File: config.mk
export PLATFORM = sky130hd
export DESIGN_NAME = shift_register_flat
export DESIGN_NICKNAME = d
export VERILOG_FILES = /design/src/rtl/shift_register_pkg.sv /design/src/rtl/shift_register_if.sv /design/src/rtl/shift_register_tick_generator.sv /design/src/rtl/shift_register.sv /design/src/flat_wrapper.sv
export SDC_FILE = /design/constraint.sdc
export NUM_CORES = 1
export LEC_CHECK = 0
export ABC_AREA = 1
export CAP_MARGIN = 10
export CORE_ASPECT_RATIO = 0.7
export CORE_MARGIN = 2
export CORE_UTILIZATION = 40
export DETAILED_ROUTE_END_ITERATION = 8
export SYNTH_ARGS = -nofsm -noshare
export SYNTH_HDL_FRONTEND = slang
export SYNTH_SLANG_ARGS = --single-unit
File: constraint.sdc
create_clock -name clk_100MHz -period 1.6 [get_ports clk_100MHz]
set_input_delay 0.16 -clock clk_100MHz [delete_from_list [all_inputs] [get_ports clk_100MHz]]
set_output_delay 0.16 -clock clk_100MHz [all_outputs]
set_load 0.01 [all_outputs]
File: src/rtl/shift_register_pkg.sv
// Shared constants and helpers for the switch-to-LED shift register.
// Latency: n/a (package only).
// Backpressure: n/a.
package shift_register_pkg;

    // System clock frequency; the default tick divider gives one shift per second.
    localparam int unsigned CLK_FREQ_HZ   = 100_000_000;

    // Default register length, one bit per LED.
    localparam int unsigned DEFAULT_WIDTH = 16;

    // Tick counter width: ceil(log2(div)), never below one bit.
    function automatic int unsigned counter_width(input int unsigned div);
        return (div < 2) ? 1 : $clog2(div);
    endfunction

endpackage

File: src/rtl/shift_register_if.sv
// Serial input / parallel output bundle between the switch pad and the LED bank.
// Latency: n/a (wires only).
// Backpressure: none; plain level signals.
//   serial_in    : switch level, driven by the master, asynchronous to the clock
//   parallel_out : register contents, driven by the slave (bit 0 newest)
interface shift_register_if
    import shift_register_pkg::*;
#(
    parameter int unsigned WIDTH = DEFAULT_WIDTH
);
    logic             serial_in;
    logic [WIDTH-1:0] parallel_out;

    modport master (output serial_in, input  parallel_out);
    modport slave  (input  serial_in, output parallel_out);
endinterface

File: src/rtl/shift_register_tick_generator.sv
// Free-running divider producing a one-cycle tick every TICK_DIV clocks.
// Latency: first tick TICK_DIV-1 cycles after reset release (shift lands on edge TICK_DIV).
// Backpressure: none; free-running.
//   clk_100MHz : system clock
//   reset_n    : asynchronous active-low reset, clears the count
//   tick       : high for the single cycle in which the count equals TICK_DIV-1
module tick_generator
    import shift_register_pkg::*;
#(
    parameter int unsigned TICK_DIV = CLK_FREQ_HZ
) (
    input  logic clk_100MHz,
    input  logic reset_n,
    output logic tick
);
    localparam int unsigned    CW   = counter_width(TICK_DIV);
    localparam logic [CW-1:0]  LAST = CW'(TICK_DIV - 1);

    logic [CW-1:0] cnt_q;
    logic [CW-1:0] cnt_d;

    always_comb begin
        cnt_d = (cnt_q == LAST) ? '0 : cnt_q + CW'(1);
    end

    always_ff @(posedge clk_100MHz or negedge reset_n) begin
        if (!reset_n) begin
            cnt_q <= '0;
        end else begin
            cnt_q <= cnt_d;
        end
    end

    // Decoded straight from the count flop; TICK_DIV >= 2 rules out back-to-back ticks.
    assign tick = (cnt_q == LAST);
endmodule

File: src/rtl/shift_register.sv
// Serial-in parallel-out register: synchronised switch bit shifted in once per tick.
// Latency: serial_in reaches the sync stage after SYNC_STAGES cycles, enters the register on the next tick.
// Backpressure: none; input sampled only on ticks, changes between ticks are dropped.
//   clk_100MHz   : system clock
//   reset_n      : asynchronous active-low reset (register, counter and synchroniser cleared)
//   sr.serial_in : asynchronous switch level
//   sr.parallel_out : register contents, bit 0 newest, bit WIDTH-1 oldest, driven from flops
module shift_register
    import shift_register_pkg::*;
#(
    parameter int unsigned WIDTH       = DEFAULT_WIDTH,
    parameter int unsigned TICK_DIV    = CLK_FREQ_HZ,
    parameter int unsigned SYNC_STAGES = 2
) (
    input  logic           clk_100MHz,
    input  logic           reset_n,
    shift_register_if.slave sr
);
    logic [SYNC_STAGES-1:0] sync_q;
    logic                   sync_in;
    logic                   tick;
    logic [WIDTH-1:0]       shift_q;
    logic [WIDTH-1:0]       shift_d;

    tick_generator #(
        .TICK_DIV (TICK_DIV)
    ) u_tick (
        .clk_100MHz (clk_100MHz),
        .reset_n    (reset_n),
        .tick       (tick)
    );

    // Metastability chain; bit 0 sees the raw pad level.
    always_ff @(posedge clk_100MHz or negedge reset_n) begin
        if (!reset_n) begin
            sync_q <= '0;
        end else begin
            sync_q <= {sync_q[SYNC_STAGES-2:0], sr.serial_in};
        end
    end

    assign sync_in = sync_q[SYNC_STAGES-1];

    // Oldest bit falls off the top; newest enters at bit 0.
    always_comb begin
        shift_d = tick ? {shift_q[WIDTH-2:0], sync_in} : shift_q;
    end

    always_ff @(posedge clk_100MHz or negedge reset_n) begin
        if (!reset_n) begin
            shift_q <= '0;
        end else begin
            shift_q <= shift_d;
        end
    end

    assign sr.parallel_out = shift_q;
endmodule

File: src/flat_wrapper.sv
// flat-port wrapper written by rule: the top's interface ports become plain ports
module shift_register_flat import shift_register_pkg::*;
#(
    parameter int unsigned WIDTH       = DEFAULT_WIDTH,
    parameter int unsigned TICK_DIV    = CLK_FREQ_HZ,
    parameter int unsigned SYNC_STAGES = 2
)
  (clk_100MHz, reset_n, sr_serial_in, sr_parallel_out);
  shift_register_if #(.WIDTH(WIDTH)) sr_i ();
  input  logic clk_100MHz;
  input  logic reset_n;
  input wire logic [$bits(sr_i.serial_in)-1:0] sr_serial_in;
  output wire logic [$bits(sr_i.parallel_out)-1:0] sr_parallel_out;
  assign sr_i.serial_in = sr_serial_in;
  assign sr_parallel_out = sr_i.parallel_out;
  shift_register #(.WIDTH(WIDTH), .TICK_DIV(TICK_DIV), .SYNC_STAGES(SYNC_STAGES)) u_core (.clk_100MHz(clk_100MHz), .reset_n(reset_n), .sr(sr_i));
endmodule
==> metrics.md <==
| Metric | Value |
|---|---|
| Synth Register Bits | 45 |
| Count leader, synth | nand2_1 |
| Core Util, Final | 50.3% |
| Top layer reached by signal wires | met4 |
| Final slew viol count | 0 |
| # DRC | 0 |
| Port buffer count | 18 |
| Total gr overflow | 0 |
| Worst reg-to-reg path cell count | 6 |
| Commonest cells in the synthesized netlist | nand2_1, nor2_1, dfrtp_1 |
| Final #Nets | 328 |
| Worst Setup End Kind | flop |
| Ys Warns | 0 |
| Share of the synthesized area in the top cell type | 50.9% |
| Reg2reg end | u_core.u_tick.cnt_q[9]$_DFF_PN0_ |
| Data arrival, critical path | 1.65 ns |
| TritonCTS Buffers | 5 |
| Syn Inst Count | 292 |
| Total number of vias | 1801 |
| Fraction of registers with async set or reset after synthesis | 100% |
| Crit Path Max Fanout | 4 |
| Hold worst-path end | u_core.sync_q[0]$_DFF_PN0_ |
| Share of cells above drive strength 1 | 11.7% |
| Die Ht | 66.2 µm |
| Synth area leader | dfrtp_1 |
| DR vias/cell | 4.54 |
| Total Neg Setup Slack | 0 ns |
| Hold path start | sr_serial_in |
| PD cells | 700 nW/µm² |
| First-pass GRT wire length | 8260 µm |
| CP Data Required Time | 1.79 ns |
| Clk slew on worst S/H paths | 0.08 ns |
| Total Routing Usage GR | 17.3% |
| Worst skew pair latency | 0.30 ns |
| Die Width | 92.9 µm |
| Post-DP HPWL | 3430 µm |
| Syn Nets | 296 |
| Post-synth top flop | dfrtp_1 |
| CTS Sinks | 45 |
| R2R Setup Slk | 0.14 ns |
| Worst Hold Depth | 1 |
| RSZ-0062 raised after global routing | false |
| Met2 wire length | 1910 µm |
| Leak pwr | 1.32 nW |
| Clock root cell | clkbuf_8 |
| CTS tree | done |
| Min setup slack post-route | 0.137 ns |
| WL met1 | 2600 µm |
| Pre-CTS setup slack | 0.0366 ns |
| Initial core utilization | 41.9% |
| Detailed Routing Iterations Pass 1 | 4 |
| Slew @ Worst Pin | 0.283 ns |
| Total power | 1.86 mW |
| Vias in the first global route | 1727 |
| Ant diodes | 0 |
| Highest clock rate | 683 MHz |
| Final setup vio count | 0 |
| Max-slew headroom | 81.1% |
| Post-CTS Setup Inserts | 0 |
| Final period util | 91.5% |
| Clk buf depth | 2 |
| DIE AREA | 6150 µm² |
| Per-cell routed wire length | 12.0 µm |
| Pin count of the biggest net entering global routing | 46 |
| H-tree depth | 2 |
| CORE AREA | 5290 µm² |
| Crit Path Class | flop to flop |
| Final min period | 1.46 ns |
| DR iter-0 viols | 126 |
| Clk_skew | 0.00655 ns |
| Synth unique cells | 20 |
| Met3 wire len | 195 µm |
| Largest vdd supply drop | 0.396 mV |
| Syn_area_per_cell | 7.58 µm² |
| Worst hold slack | 0.295 ns |
| Initial antenna violation count | 0 |
| CP Launch Type | flop |
| Detail Route Antenna Nets | 0 |
| Total Routed Length | 4750 µm |
| Number of I/O pins | 19 |
| Post-synth EDFFs | 0 |
| Netlist Area Pre-Place | 2210 µm² |
| Worst min path class | input pin to flop |
| Hold Fails Final Rpt | 0 |
| Synth top area cells | dfrtp_1, nand2_1, nor2_1 |
| GPL Wtd Cong | 0.851 |
| Post-synthesis sequential area ratio | 50.9% |
| Status | completed |
| Area grow syn2layout | 20.0% |
| Max Cap Violations | 0 |
| Reg-to-Reg Start | u_core.u_tick.cnt_q[2]$_DFF_PN0_ |
| Num rows | 22 |
==> per-layer routing <==
metal,vias to the layer above,global-route usage [%]
li1,937,-
met1,829,26.0
met2,30,24.5
met3,5,4.10
met4,0,5.51
met5,-,0
==> registers in the layout, summed over array words and instances, names as in the netlist <==
name	flops
u_core.u_tick.cnt_q	27
u_core.sr.parallel_out	16
u_core.sync_q	2
==> logic make-up (layout without fill, tap and decap cells) <==
group / count (synthesis) / in the layout / share of synthesized area (%)
simple gates: 202 / 202 / 37.9
fa+ha+maj: 1 / 1 / 0.565
xor+xnor: 9 / 9 / 3.56
compound gates: 7 / 7 / 1.58
flops: 45 / 45 / 50.9
buf+inv: 28 / 61 / 5.54
==> layout make-up <==
| type | count | area (µm²) |
|---|---|---|
| clock buffers | 7 | 76.3 |
| clock inverters | 1 | 7.51 |
| fillers | 525 | 2630 |
| inverters | 25 | 95.1 |
| multi-input cells | 219 | 980 |
| flip-flops and latches | 45 | 1130 |
| well taps | 72 | 90.1 |
| repair buffers | 28 | 282 |
==> critical path: stages, from the launching register on <==
cell and delay, ns:
dfrtp_1 0.39, nand2_1 0.08, nor2_2 0.21, nand2_1 0.16
nor2_1 0.26, xor2_1 0.19, inv_1 0.06
==> layout by cell type (no fill, tap or decap), drive strengths merged <==
master,n
nor2,64
clkinvlp,1
nand2,122
ha,1
and2,2
xnor2,2
a21oi,6
nand3b,1
clkbuf,7
inv,24
clkinv,1
buf,10
dfrtp,45
xor2,7
dlygate4sd3,1
nand3,13
clkdlybuf4s50,17
o21ai,1
==> what timing repair did <==
item | CTS | global route
hold endpoints to repair | 45 | 0
hold buffers | 1 | 0
setup endpoints to repair | 0 | 27
gates resized for setup | 0 | 7
==> worst max path at each step <==
| stage | end | cells after the start | from | slack, ns |
|---|---|---|---|---|
| floorplan | u_core.sr.parallel_out[10]$_DFFE_PN0N_ | 9 | u_core.u_tick.cnt_q[0]$_DFF_PN0_ | 0.16 |
| global placement | u_core.u_tick.cnt_q[24]$_DFF_PN0_ | 8 | u_core.u_tick.cnt_q[0]$_DFF_PN0_ | 0.08 |
| detailed placement | u_core.u_tick.cnt_q[22]$_DFF_PN0_ | 8 | u_core.u_tick.cnt_q[0]$_DFF_PN0_ | 0.04 |
| CTS | u_core.u_tick.cnt_q[22]$_DFF_PN0_ | 8 | u_core.u_tick.cnt_q[0]$_DFF_PN0_ | 0.02 |
| global route | u_core.sr.parallel_out[14]$_DFFE_PN0N_ | 9 | u_core.u_tick.cnt_q[0]$_DFF_PN0_ | 0.004 |
| finish | u_core.u_tick.cnt_q[9]$_DFF_PN0_ | 6 | u_core.u_tick.cnt_q[2]$_DFF_PN0_ | 0.14 |
==> stage by stage <==
| step | area [µm²] | instances |
|---|---|---|
| floorplan | 2210 | 292 |
| global placement | 2540 | 388 |
| detailed placement | 2540 | 388 |
| CTS | 2640 | 397 |
| global route | 2660 | 397 |
| finish | 2660 | 397 |
==> report_power, final <==
group	switching, mW	internal (mW)
Sequential	0.000736	1.14
Clock	0.379	0.309
Combinational	0.0232	0.00971
Total	0.403	1.46
Power figures use the tool's default switching activity.
